### config.mk
export PLATFORM = sky130hd
export DESIGN_NAME = multicycle_alu_flat
export DESIGN_NICKNAME = d
export VERILOG_FILES = /design/src/rtl/multicycle_alu_if.sv /design/src/rtl/multicycle_alu.sv /design/src/flat_wrapper.sv
export SDC_FILE = /design/constraint.sdc
export NUM_CORES = 1
export LEC_CHECK = 0
export ABC_AREA = 0
export CAP_MARGIN = 5
export CORE_MARGIN = 4
export CORE_UTILIZATION = 30
export CTS_BUF_LIST = sky130_fd_sc_hd__clkbuf_16
export CTS_CLUSTER_DIAMETER = 200
export CTS_CLUSTER_SIZE = 25
export DETAILED_ROUTE_END_ITERATION = 10
export HOLD_SLACK_MARGIN = 0.12
export REMOVE_ABC_BUFFERS = 1
export SYNTH_ARGS = -nofsm -noshare
export SYNTH_HDL_FRONTEND = slang
export SYNTH_SLANG_ARGS = --single-unit
### constraint.sdc
create_clock -name clk -period 13.1 [get_ports clk]
set_input_delay 2.62 -clock clk [delete_from_list [all_inputs] [get_ports clk]]
set_output_delay 2.62 -clock clk [all_outputs]
set_load 0.02 [all_outputs]
### src/rtl/multicycle_alu_if.sv
// Request/response bundle between the execute-stage control unit and the ALU.
interface multicycle_alu_if #(
   parameter int WIDTH = 32
) ();
   logic             in_valid;
   logic             in_ready;
   logic [3:0]       op;
   logic [WIDTH-1:0] A;
   logic [WIDTH-1:0] B;
   logic             out_valid;
   logic [WIDTH-1:0] result;
   logic             zero;

   modport master (
      output in_valid, op, A, B,
      input  in_ready, out_valid, result, zero
   );

   modport slave (
      input  in_valid, op, A, B,
      output in_ready, out_valid, result, zero
   );
endinterface

### src/rtl/multicycle_alu.sv
// Multi-cycle integer ALU: single-cycle logic/add/sub/sltu plus iterative
// shift-add multiply and restoring unsigned divide/remainder.
module multicycle_alu #(
   parameter int WIDTH = 32
) (
   input  logic                  clk,
   input  logic                  rst,
   multicycle_alu_if.slave       bus
);
   localparam int CNT_W = $clog2(WIDTH) + 1;
   localparam logic [CNT_W-1:0] LAST = CNT_W'(WIDTH - 1);

   localparam logic [1:0] S_IDLE = 2'd0;
   localparam logic [1:0] S_BUSY = 2'd1;
   localparam logic [1:0] S_DONE = 2'd2;

   localparam logic [3:0] OP_AND  = 4'b0000;
   localparam logic [3:0] OP_OR   = 4'b0001;
   localparam logic [3:0] OP_ADD  = 4'b0010;
   localparam logic [3:0] OP_XOR  = 4'b0011;
   localparam logic [3:0] OP_SUB  = 4'b0110;
   localparam logic [3:0] OP_SLTU = 4'b0111;
   localparam logic [3:0] OP_MUL  = 4'b1000;
   localparam logic [3:0] OP_DIVU = 4'b1010;
   localparam logic [3:0] OP_REMU = 4'b1011;

   logic [1:0]       state;
   logic [CNT_W-1:0] cnt;
   logic [3:0]       op_q;
   // MUL: acc = partial product, opa = shifted multiplicand, opb = shifted multiplier.
   // DIV: acc = partial remainder, opa = dividend shifting out / quotient shifting in,
   //      opb = divisor.
   logic [WIDTH-1:0] acc, opa, opb;
   logic [WIDTH-1:0] acc_nx, opa_nx, opb_nx, fin;
   logic [WIDTH:0]   trial;
   logic [WIDTH-1:0] alu_res;
   logic             alu_legal, is_multi;

   assign bus.in_ready  = (state == S_IDLE);
   assign bus.out_valid = (state == S_DONE);
   assign is_multi = (bus.op == OP_MUL) || (bus.op == OP_DIVU) || (bus.op == OP_REMU);

   // Single-cycle datapath, evaluated on the live request operands.
   always_comb begin
      alu_res   = '0;
      alu_legal = 1'b1;
      case (bus.op)
         OP_AND:  alu_res = bus.A & bus.B;
         OP_OR:   alu_res = bus.A | bus.B;
         OP_ADD:  alu_res = bus.A + bus.B;
         OP_SUB:  alu_res = bus.A - bus.B;
         OP_XOR:  alu_res = bus.A ^ bus.B;
         OP_SLTU: alu_res = {{(WIDTH-1){1'b0}}, (bus.A < bus.B)};
         default: alu_legal = 1'b0;
      endcase
   end

   // One multiply or divide iteration on the captured operands.
   always_comb begin
      acc_nx = acc;
      opa_nx = opa;
      opb_nx = opb;
      trial  = '0;
      if (op_q == OP_MUL) begin
         acc_nx = acc + (opb[0] ? opa : '0);
         opa_nx = opa << 1;
         opb_nx = opb >> 1;
      end else begin
         // W+1 bits is enough: the shifted remainder minus divisor lies in (-2^W, 2^W).
         trial = {acc, opa[WIDTH-1]} - {1'b0, opb};
         if (!trial[WIDTH]) acc_nx = trial[WIDTH-1:0];
         else               acc_nx = {acc[WIDTH-2:0], opa[WIDTH-1]};
         opa_nx = {opa[WIDTH-2:0], ~trial[WIDTH]};
      end
      // A zero divisor needs no special case: every trial succeeds, giving
      // an all-ones quotient and a remainder equal to the dividend.
      fin = ((op_q == OP_MUL) || (op_q == OP_REMU)) ? acc_nx : opa_nx;
   end

   // Control FSM, iteration registers and the held result/zero outputs.
   always_ff @(posedge clk or posedge rst) begin
      if (rst) begin
         state      <= S_IDLE;
         cnt        <= '0;
         op_q       <= '0;
         acc        <= '0;
         opa        <= '0;
         opb        <= '0;
         bus.result <= '0;
         bus.zero   <= 1'b0;
      end else begin
         case (state)
            S_IDLE: if (bus.in_valid) begin
               op_q <= bus.op;
               if (is_multi) begin
                  state <= S_BUSY;
                  cnt   <= '0;
                  acc   <= '0;
                  opa   <= bus.A;
                  opb   <= bus.B;
               end else begin
                  state      <= S_DONE;
                  bus.result <= alu_res;
                  bus.zero   <= alu_legal && (alu_res == '0);
               end
            end
            S_BUSY: begin
               acc <= acc_nx;
               opa <= opa_nx;
               opb <= opb_nx;
               cnt <= cnt + 1'b1;
               if (cnt == LAST) begin
                  state      <= S_DONE;
                  bus.result <= fin;
                  bus.zero   <= (fin == '0);
               end
            end
            S_DONE:  state <= S_IDLE;
            default: state <= S_IDLE;
         endcase
      end
   end
endmodule
### src/flat_wrapper.sv
// flat-port wrapper written by rule: the top's interface ports become plain ports
module multicycle_alu_flat 
#(
   parameter int WIDTH = 32
)
  (clk, rst, bus_in_valid, bus_op, bus_A, bus_B, bus_in_ready, bus_out_valid, bus_result, bus_zero);
  multicycle_alu_if #(.WIDTH(WIDTH)) bus_i ();
  input  logic clk;
  input  logic rst;
  input wire logic [$bits(bus_i.in_valid)-1:0] bus_in_valid;
  input wire logic [$bits(bus_i.op)-1:0] bus_op;
  input wire logic [$bits(bus_i.A)-1:0] bus_A;
  input wire logic [$bits(bus_i.B)-1:0] bus_B;
  output wire logic [$bits(bus_i.in_ready)-1:0] bus_in_ready;
  output wire logic [$bits(bus_i.out_valid)-1:0] bus_out_valid;
  output wire logic [$bits(bus_i.result)-1:0] bus_result;
  output wire logic [$bits(bus_i.zero)-1:0] bus_zero;
  assign bus_i.in_valid = bus_in_valid;
  assign bus_i.op = bus_op;
  assign bus_i.A = bus_A;
  assign bus_i.B = bus_B;
  assign bus_in_ready = bus_i.in_ready;
  assign bus_out_valid = bus_i.out_valid;
  assign bus_result = bus_i.result;
  assign bus_zero = bus_i.zero;
  multicycle_alu #(.WIDTH(WIDTH)) u_core (.clk(clk), .rst(rst), .bus(bus_i));
endmodule
==> results of run 1 <==
## cells in the final DEF, fill, tap and decap left out, types with 31 or more instances in the layout
master and count:
a21o_1 39, a21oi_1 183, xnor2_1 40, inv_1 158, o21ai_0 178, and2_1 49
ha_1 169, clkdlybuf4s50_1 104, mux2i_1 33, nor2_1 229, a211oi_1 34, nand3_1 35
dfrtp_1 141, nor3_1 37, nand4_1 31, nand2_1 330, o211ai_1 33, a31oi_1 85
## state kept, by name, indices dropped and copies added, names as in the netlist
register	count
u_core.bus.result	32
u_core.bus.zero	1
u_core.cnt	6
u_core.op_q	4
u_core.opa	32
u_core.state	2
u_core.opb	32
u_core.acc	32
## worst paths after layout
check                                                    to  slack (ps)  depth (start not counted)
max in group asynchronous        u_core.op_q[1]$_DFFE_PP0P_        9020                          3
max reg2reg                     u_core.bus.zero$_DFFE_PP0P_        7970                         16
min in group asynchronous         u_core.acc[2]$_DFFE_PP0P_        2610                          2
min                        u_core.bus.result[8]$_DFFE_PP0P_         480                          2
min reg2reg                u_core.bus.result[8]$_DFFE_PP0P_         480                          2
max                             u_core.bus.zero$_DFFE_PP0P_        6260                         16
## logic make-up (layout without fill, tap and decap cells)
family	Yosys count	after routing
and+or+nand+nor	853	853
AOI/OAI and AO/OA	810	810
buffers and inverters	307	318
adders and majority gates	173	173
DFF	141	141
xor gates and xnor gates	63	63
muxes	44	44
## per-layer routing
layer | global-route usage, % | up-vias | wire [um]
met4 | 8.05 | 2 | 2800
met3 | 3.00 | 150 | 5350
li1 | - | 8636 | -
met2 | 34.4 | 897 | 31500
met5 | 0 | - | 10
met1 | 29.5 | 9022 | 30000
## worst max-delay path, cell delays in order
cell,delay (ps)
clkdlybuf4s50_1,610
inv_1,140
ha_1,370
a211oi_1,550
o21ai_0,200
buf_4,190
a2111oi_0,370
nor3_1,170
mux2i_1,150
a221oi_1,640
o211ai_1,170
a211oi_1,280
and4b_1,260
and4b_1,200
a41oi_1,160
o31ai_2,100
## stage by stage
stage | area [um^2] | std cells | total power [uW]
2_1_floorplan | 16800 | 2242 | 2690
3_3_place_gp | 19000 | 3135 | 3540
3_5_place_dp | 19000 | 3135 | 3570
4_1_cts | 19600 | 3167 | 4110
5_1_grt | 19600 | 3167 | 4460
6_report | 19600 | 3167 | 4170
## power groups by stage
stage | combinational, uW | clock (uW) | sequential [uW]
after global placement | 2680 | 0 | 856
after floorplan | 1860 | 0 | 832
after global routing | 3020 | 547 | 890
after detailed placement | 2700 | 0 | 864
after CTS | 2720 | 531 | 858
final | 2780 | 528 | 867
## cell type report
| type | instances | area [um^2] | area share [%] |
|---|---|---|---|
| multi-input cells | 1943 | 12700 | 64.8 |
| well taps | 765 | 957 | 4.88 |
| clock inverters | 15 | 188 | 0.956 |
| inverters | 158 | 598 | 3.05 |
| clock buffers | 17 | 425 | 2.17 |
| repair buffers | 128 | 1220 | 6.21 |
| flip-flops and latches | 141 | 3530 | 18.0 |
==> metrics.cfg, run 1 <==
[timing]
relSlewSlack_pct=31.3
layout_setup_ws_ps=6260
rsz0062_at_grt=false
skew_ps=10.8
slew_violations=0
final-hold-violation-count=0
setup_viol=0
layout_min_cycle_time_ps=6840
worst_hold_slack_ps=482
tightest_slew_ps=1030
max_freq_mhz=146
fin_crit_sh_pct=52.2
finalSetupTns_ps=0

[worst_setup_path]
crit_path_start_kind=input port
cp-end-kind=register
critPathKind=in -> reg
timing.rr.start=u_core.opb[0]$_DFFE_PP0P_
startpoint=bus_B[1]
worstPathArrival_ps=7190
worst-path-max-fanout=6
worst_ep_required_time_ps=13450

[yosys]
synth_top_cell_area_share_pct=20.2
syn_inst=2391
synth_compound_area_share_pct=31.1
synthDistinctLibCells=106
yosys_most_used_dff=dfrtp_1
yosysTopAreaCell=dfrtp_1
yosysSeqAreaShare_pct=20.2
synth_edf_count=0
ys_ff_latch=141
yosys.area_share.simple_pct=23.1
yosysWarnings=0
ys_top_cells_by_count=nand2_1, nor2_1, a21oi_1, o21ai_0, ha_1
avgSynthCellArea_um2=7.29
synth.cell_area_um2=17400
ys_async_sr_fraction_pct=100
synth.area.top_cells=dfrtp_1, ha_1, nand2_1
yosys-mux-area-fraction_pct=2.61
synth.most_common_cell=nand2_1
synth_top_family_by_area=compound AO/OA/AOI/OAI gates
synthAdderAreaFrac_pct=12.6
synth_xor_area_share_pct=3.21

[floorplanning]
num_rows=88
die_w_um=249
core_um2=57600
die_height_um=249
num_io_pins=106
die_area_um2=62000
initial_core_util_pct=30.3

[power]
p_clk_share_pct=12.6
pwr-share-comb_pct=66.6
seq_power_share_pct=20.8
switching_power_uw=2210
intPower_uw=1960
p_leak_uw=0.00860
vdd_drop_max_mv=0.130
swShare_pct=53.1
cellPowerDensity_nw_per_um2=213

[detailed_routing]
dr_total_vias=18700
drt_iter0_drc=2191
drcViolationCount=0
via_per_inst=5.91
drtPass1Iterations=8
routed_wl_mm=69.7
detail-route-antenna-nets=0
routedWlPerCell_um=22.0

[final_layout]
nNetsFinal=2633
antenna_cells=0
drive_gt1_share_pct=5.79
syn_to_final_growth_pct=12.6
fillCellCount=6059
utilization_pct=34.1

[clock_network]
post_cts_buffers=0
ctsResizeCount=0
clockRootBuffer=clkbuf_16
clk_pin_slew_ps=70
cts_sinks=141
cts_max_level=4
clock_latency_ps=450
clockBufferDepth=2
cts-hold-fix-buffers=0
cts_tree=done
cts_buffers=17

[global_route]
grt_pass1_wl_mm=106
first_global_vias=17700
grt-ovfl-total=0
grt_max_degree=81
grtUsageTotal_pct=21.5
grt_antenna_before_repair=1

[worst_hold_path]
worstHoldPathType=reg -> reg
min-delay-start=u_core.bus.result[8]$_DFFE_PP0P_

[placement]
pre_cts_ws_ps=6010
gp_congestion=0.966
port_buffers=105
place_hpwl_mm=53.5

[job]
maxCapViolations=0

[status]
outcome=complete, no violations

Note: power is estimated with default switching activity, not from simulation.
==> run 2: changes to the inputs <==
clock period = 5.6 ns   (was 13.1 ns; I/O delays follow)
==> run 2 against run 1 <==
Against the previous run: sequential power is 130% higher; cell count is 1.6% higher; worst setup slack worse by 5800 ps; total power is 130% higher; clock skew is 10 ps higher; worst hold slack better by 1.7 ps; final area is 1.8% higher; utilization is 0.62 points higher; clock power is 120% higher; critical path type unchanged; largest power group unchanged.
==> metrics.cfg, run 2 (same netlist as run 1, synthesis figures left out) <==
[worst_setup_path]
timing.rr.start=u_core.opb[0]$_DFFE_PP0P_
worst_ep_required_time_ps=5920  ; -7530 ps
r2r_slack_ps=640  ; -7330 ps
crit_path_start_kind=input port
crit_chain=clkdlybuf4s50_1, inv_1, ha_1, a211o_1, a21o_1, a221oi_1, nand3_1, buf_4, a2111oi_0, nor3_1, mux2i_1, a21oi_1, nor3b_1, and4b_1, a41oi_1, o31ai_2
startpoint=bus_B[18]
slowest_delay_ps=580  ; -60 ps
worstPathArrival_ps=5460  ; -1730 ps
r2r_cells=15  ; -1
cp-end-kind=register
slowest_stage=clkdlybuf4s50_1
r2r-end=u_core.bus.result[20]$_DFFE_PP0P_
critPathKind=in -> reg
worst-path-max-fanout=12  ; +6

[timing]
layout_min_cycle_time_ps=5140
max_freq_mhz=195
relSlewSlack_pct=39.8  ; +8.5 points
tightest_slew_ps=903  ; -128 ps
setup_viol=0  ; unchanged
slew_violations=0  ; unchanged
final-hold-violation-count=0  ; unchanged
fin_crit_sh_pct=91.8
rsz0062_at_grt=false
skew_ps=20.9  ; +10.1 ps

[floorplanning]
num_rows=88  ; unchanged
die_w_um=249  ; unchanged
initial_core_util_pct=30.3  ; unchanged
die_area_um2=62000  ; unchanged
num_io_pins=106  ; unchanged
die_height_um=249  ; unchanged
core_um2=57600  ; unchanged

[global_route]
grtUsageTotal_pct=21.8  ; +0.32 points
first_global_vias=18000  ; +1.7%
grt-ovfl-total=0  ; unchanged
grt_antenna_before_repair=1  ; unchanged
grt_pass1_wl_mm=108  ; +1.3%
grt_max_degree=80  ; -1.2%

[detailed_routing]
drt_iter0_drc=2198  ; +0.32%
routedWlPerCell_um=22.0  ; about the same
detail-route-antenna-nets=0  ; unchanged
via_per_inst=5.84  ; -1.2%
drcViolationCount=0  ; unchanged
dr_total_vias=18800  ; +0.43%
drtPass1Iterations=8  ; unchanged
routed_wl_mm=70.9  ; +1.7%

[job]
maxCapViolations=0  ; unchanged

[final_layout]
final_cell_area_um2=20000  ; +1.8%
final_common_cell=nand2_1
fillCellCount=6072  ; +0.21%
syn_to_final_growth_pct=14.7
utilization_pct=34.7  ; +0.62 points
nNetsFinal=2684  ; +1.9%
drive_gt1_share_pct=7.70  ; +1.9 points
final_cell_mix=nand2_1, nor2_1, a21oi_1
final-seq-area_um2=3530  ; unchanged
multi_input_area_um2=12700  ; unchanged

[clock_network]
cts_sinks=141  ; unchanged
post_cts_buffers=0  ; unchanged
cts-hold-fix-buffers=0  ; unchanged
cts_max_level=4  ; unchanged
clockRootBuffer=clkbuf_16
ctsResizeCount=0  ; unchanged
cts_buffers=17  ; unchanged
clockBufferDepth=2  ; unchanged
cts_tree=done
clock_latency_ps=440  ; about the same
clk_pin_slew_ps=70  ; about the same

[placement]
port_buffers=105  ; unchanged
place_hpwl_mm=55.7  ; +4.2%
gp_congestion=0.998  ; +3.3%
dpl_cell_area_um2=19400  ; +2.0%

[power]
vdd_drop_max_mv=0.200  ; +54%
cellPowerDensity_nw_per_um2=486  ; +130%
finalPower_uw=9720  ; +130%
p_leak_uw=0.00883  ; +2.6%

[worst_hold_path]
worstHoldPathType=reg -> reg
worstHoldEndpoint=u_core.bus.result[2]$_DFFE_PP0P_
min-delay-start=u_core.bus.result[2]$_DFFE_PP0P_
worstHoldPathCells=2  ; unchanged

[status]
outcome=complete, no violations

-- run 2: cell count changes in the layout (fill, tap and decap cells not counted), sizes merged --
cell,change
buf,+51
bufinv,-1
clkinv,+1
clkinvlp,+1
diode,+1
inv,-1
-- run 2: per-stage QoR --
| step | hold WS (ps) | instances | setup TNS, ps | setup slack [ps] |
|---|---|---|---|---|
| floorplan | 467 | 2242 | -133730 | -3050 |
| global placement | 468 | 3186 | 0 | 11.6 |
| detailed placement | 467 | 3186 | 0 | 72.2 |
| CTS | 491 | 3218 | 0 | 534 |
| global route | 504 | 3219 | 0 | 298 |
| finish | 483 | 3219 | 0 | 459 |
-- run 2: routing by layer --
| metal | GRT usage, % | vias to the layer above | part of all wire [%] |
|---|---|---|---|
| met5 | 0 | - | 0 |
| met3 | 3.07 | 114 | 6.7 |
| li1 | - | 8726 | - |
| met2 | 36.0 | 788 | 46 |
| met4 | 7.25 | 0 | 3.2 |
| met1 | 29.4 | 9159 | 44 |
-- run 2: where the power goes --
part / internal, uW / switching [uW]
logic: 2460 / 4080
registers: 1470 / 536
clock network: 662 / 519
-- run 2: final cells by class --
cell class	count	share of cell area (%)
Tap cell	765	4.79
Clock buffer	17	2.13
Clock inverter	15	0.807
Antenna cell	1	0.0125
Multi-Input combinational cell	1943	63.6
Timing Repair Buffer	179	8.01
Sequential cell	141	17.7
Inverter	158	2.99
-- run 2: worst max-delay path by stage --
stage | to | depth (start not counted) | slack, ps
2_1_floorplan | u_core.bus.zero$_DFFE_PP0P_ | 11 | -3050
6_report | u_core.bus.zero$_DFFE_PP0P_ | 16 | 460
3_5_place_dp | u_core.bus.zero$_DFFE_PP0P_ | 14 | 70
4_1_cts | u_core.bus.zero$_DFFE_PP0P_ | 14 | 530
3_3_place_gp | u_core.bus.zero$_DFFE_PP0P_ | 14 | 10
5_1_grt | u_core.bus.zero$_DFFE_PP0P_ | 16 | 300
-- run 2: critical path: cells and delay by family --
| kind | cells | cell delay (ps) |
|---|---|---|
| buf+inv | 3 | 940 |
| mux | 1 | 150 |
| compound gates | 7 | 1870 |
| simple gates | 4 | 860 |
| fa+ha+maj | 1 | 500 |
==> run 3: changes to the inputs <==
CORE_MARGIN = unset   (was 4)
==> run 3 against run 2 <==
Against the previous run: register-to-register slack got worse by 40 ps; critical path depth unchanged; largest cell class unchanged; non-clock buffer count decreased by 1; sequential cell count unchanged; worst setup slack improved by 37 ps; first-iteration DRC count decreased by 24%; cell count decreased by 0.34%; maximum frequency increased by 0.73%; clock-buffer cell count unchanged; via count decreased by 1.7%; final area about the same.
==> metrics.cfg, run 3 (same netlist as run 1, synthesis figures left out) <==
[status]
outcome=complete, no violations

[global_route]
first_global_vias=17500  ; -2.5%
grt-ovfl-total=0  ; unchanged
grtUsageTotal_pct=23.1  ; +1.3 points
grt_pass1_wl_mm=107  ; -1.2%
grt_antenna_before_repair=1  ; unchanged
grt_max_degree=86  ; +7.5%

[floorplanning]
die_area_um2=59100  ; -4.8%
initial_core_util_pct=30.6  ; +0.35 points
num_io_pins=106  ; unchanged
core_um2=56900  ; -1.1%
die_w_um=243  ; -2.4%
die_height_um=243  ; -2.4%
num_rows=87  ; -1.1%

[placement]
place_hpwl_mm=55.2  ; -0.96%
port_buffers=105  ; unchanged
dpl_cell_area_um2=19400  ; about the same
gp_congestion=0.968  ; -3.1%

[worst_setup_path]
crit_chain=clkdlybuf4s50_1, inv_1, ha_1, buf_4, o21a_1, a21o_1, a221oi_1, nand3_1, a31o_2, a221oi_1, buf_4, a21oi_1, o22ai_1, and4b_1, a41oi_1, o31ai_2
slowest_stage=clkdlybuf4s50_1
critPathTopFamily=compound AO/OA/AOI/OAI gates
cp-end-kind=register
worst-path-max-fanout=6  ; -6
worst_ep_required_time_ps=5920  ; about the same
path_buf_inv=4  ; +1
worstPathArrival_ps=5430  ; -30 ps
critPathKind=in -> reg
slowest_delay_ps=520  ; -60 ps
crit_path_start_kind=input port

[final_layout]
final_cell_mix=nand2_1, nor2_1, a21oi_1
utilization_pct=35.1  ; +0.37 points
drive_gt1_share_pct=7.67  ; -0.035 points
fillCellCount=6041  ; -0.51%
syn_to_final_growth_pct=14.6  ; about the same
multi_input_area_um2=12700  ; unchanged
final_common_cell=nand2_1
final_cell_area_um2=20000  ; about the same
final-seq-area_um2=3530  ; unchanged
nNetsFinal=2683  ; -0.037%

[timing]
worst_hold_slack_ps=480  ; -3.61 ps
fin_crit_sh_pct=91.1  ; -0.66 points
rsz0062_at_grt=false
slew_violations=0  ; unchanged
relSlewSlack_pct=29.4  ; -10 points
tightest_slew_ps=1060  ; +152 ps
final-hold-violation-count=0  ; unchanged
finalSetupTns_ps=0  ; unchanged
max_freq_mhz=196  ; +0.73%
setup_viol=0  ; unchanged
layout_min_cycle_time_ps=5100  ; -37.1 ps
skew_ps=11.3  ; -9.65 ps

[detailed_routing]
drt_iter0_drc=1668  ; -24%
detail-route-antenna-nets=0  ; unchanged
routed_wl_mm=70.0  ; -1.2%
routed.top_layer=met4
drtPass1Iterations=7  ; -1
via_per_inst=5.76  ; -1.4%
wl_met1_mm=31.7  ; +2.1%
dr_wl_met2_mm=32.2  ; -2.1%
drcViolationCount=0  ; unchanged
dr_wl_met3_mm=3.68  ; -22%
dr_total_vias=18500  ; -1.7%
routedWlPerCell_um=21.8  ; -0.90%

[clock_network]
cts-hold-fix-buffers=0  ; unchanged
cts_max_level=4  ; unchanged
cts_tree=done
clockRootBuffer=clkbuf_16
clk_pin_slew_ps=60  ; about the same
cts_sinks=141  ; unchanged
post_cts_buffers=0  ; unchanged
clockBufferDepth=2  ; unchanged
clock_latency_ps=450  ; about the same
cts_buffers=17  ; unchanged
ctsResizeCount=0  ; unchanged

[worst_hold_path]
worstHoldPathType=reg -> reg

[job]
maxCapViolations=0  ; unchanged

[power]
p_leak_uw=0.00883  ; about the same
vdd_drop_max_mv=0.300  ; +50%
cellPowerDensity_nw_per_um2=486  ; about the same

run 3: cell types whose count changed in the layout (fill, tap and decap cells not counted), sizes merged:
cell and delta:
bufinv -1, buf -1, clkinv +4, clkinvlp -4
run 3: worst reg2reg max path: stages, from the launching register on:
cell and delay (ps):
dfrtp_1 580, ha_1 270, inv_1 70, fa_1 420
a211oi_1 380, o211ai_2 240, nand4_1 220, o211ai_2 180
nor3_4 310, nor2_4 140, o311ai_0 720, o21ai_0 260
a211oi_1 330, and4_1 350, o2111ai_1 210, o31ai_2 240
run 3: where the power goes:
group	switching (uW)	internal, uW	total [uW]	leakage, uW
combinational	4070	2460	6530	0.00684
sequential	573	1470	2040	0.00171
clock	518	620	1140	0.000281
run 3: final timing paths:
path / startpoint / end / slack [ps] / cells after the start
max in group asynchronous: rst / u_core.op_q[1]$_DFFE_PP0P_ / 3620 / 3
hold reg to reg: u_core.bus.result[1]$_DFFE_PP0P_ / u_core.bus.result[1]$_DFFE_PP0P_ / 480 / 2
setup / recovery: bus_B[15] / u_core.bus.zero$_DFFE_PP0P_ / 500 / 16
hold / removal: u_core.bus.result[1]$_DFFE_PP0P_ / u_core.bus.result[1]$_DFFE_PP0P_ / 480 / 2
setup reg to reg: u_core.opb[0]$_DFFE_PP0P_ / u_core.bus.zero$_DFFE_PP0P_ / 600 / 15
min in group asynchronous: rst / u_core.opb[6]$_DFFE_PP0P_ / 1120 / 2
run 3: final cells by class:
type                    instances  area share [%]
diodes                          1          0.0125
clock inverters                14           0.695
inverters                     158            2.99
multi-input cells            1943            63.7
well taps                     756            4.74
repair buffers                178            8.11
flip-flops and latches        141            17.7
clock buffers                  17            2.13
run 3: metal layers:
| metal | vias to the layer above | global-route usage (%) |
|---|---|---|
| met2 | 772 | 37.5 |
| met1 | 8854 | 31.5 |
| met5 | - | 0 |
| met4 | 0 | 8.68 |
| met3 | 116 | 2.30 |
| li1 | 8721 | - |
run 3: through the flow:
step | total power, uW | cells | setup WS [ps]
2_1_floorplan | 6290 | 2242 | -3050
3_3_place_gp | 8370 | 3176 | -30.1
3_5_place_dp | 8420 | 3176 | -30.0
4_1_cts | 9590 | 3207 | 441
5_1_grt | 10400 | 3208 | 201
6_report | 9710 | 3208 | 496
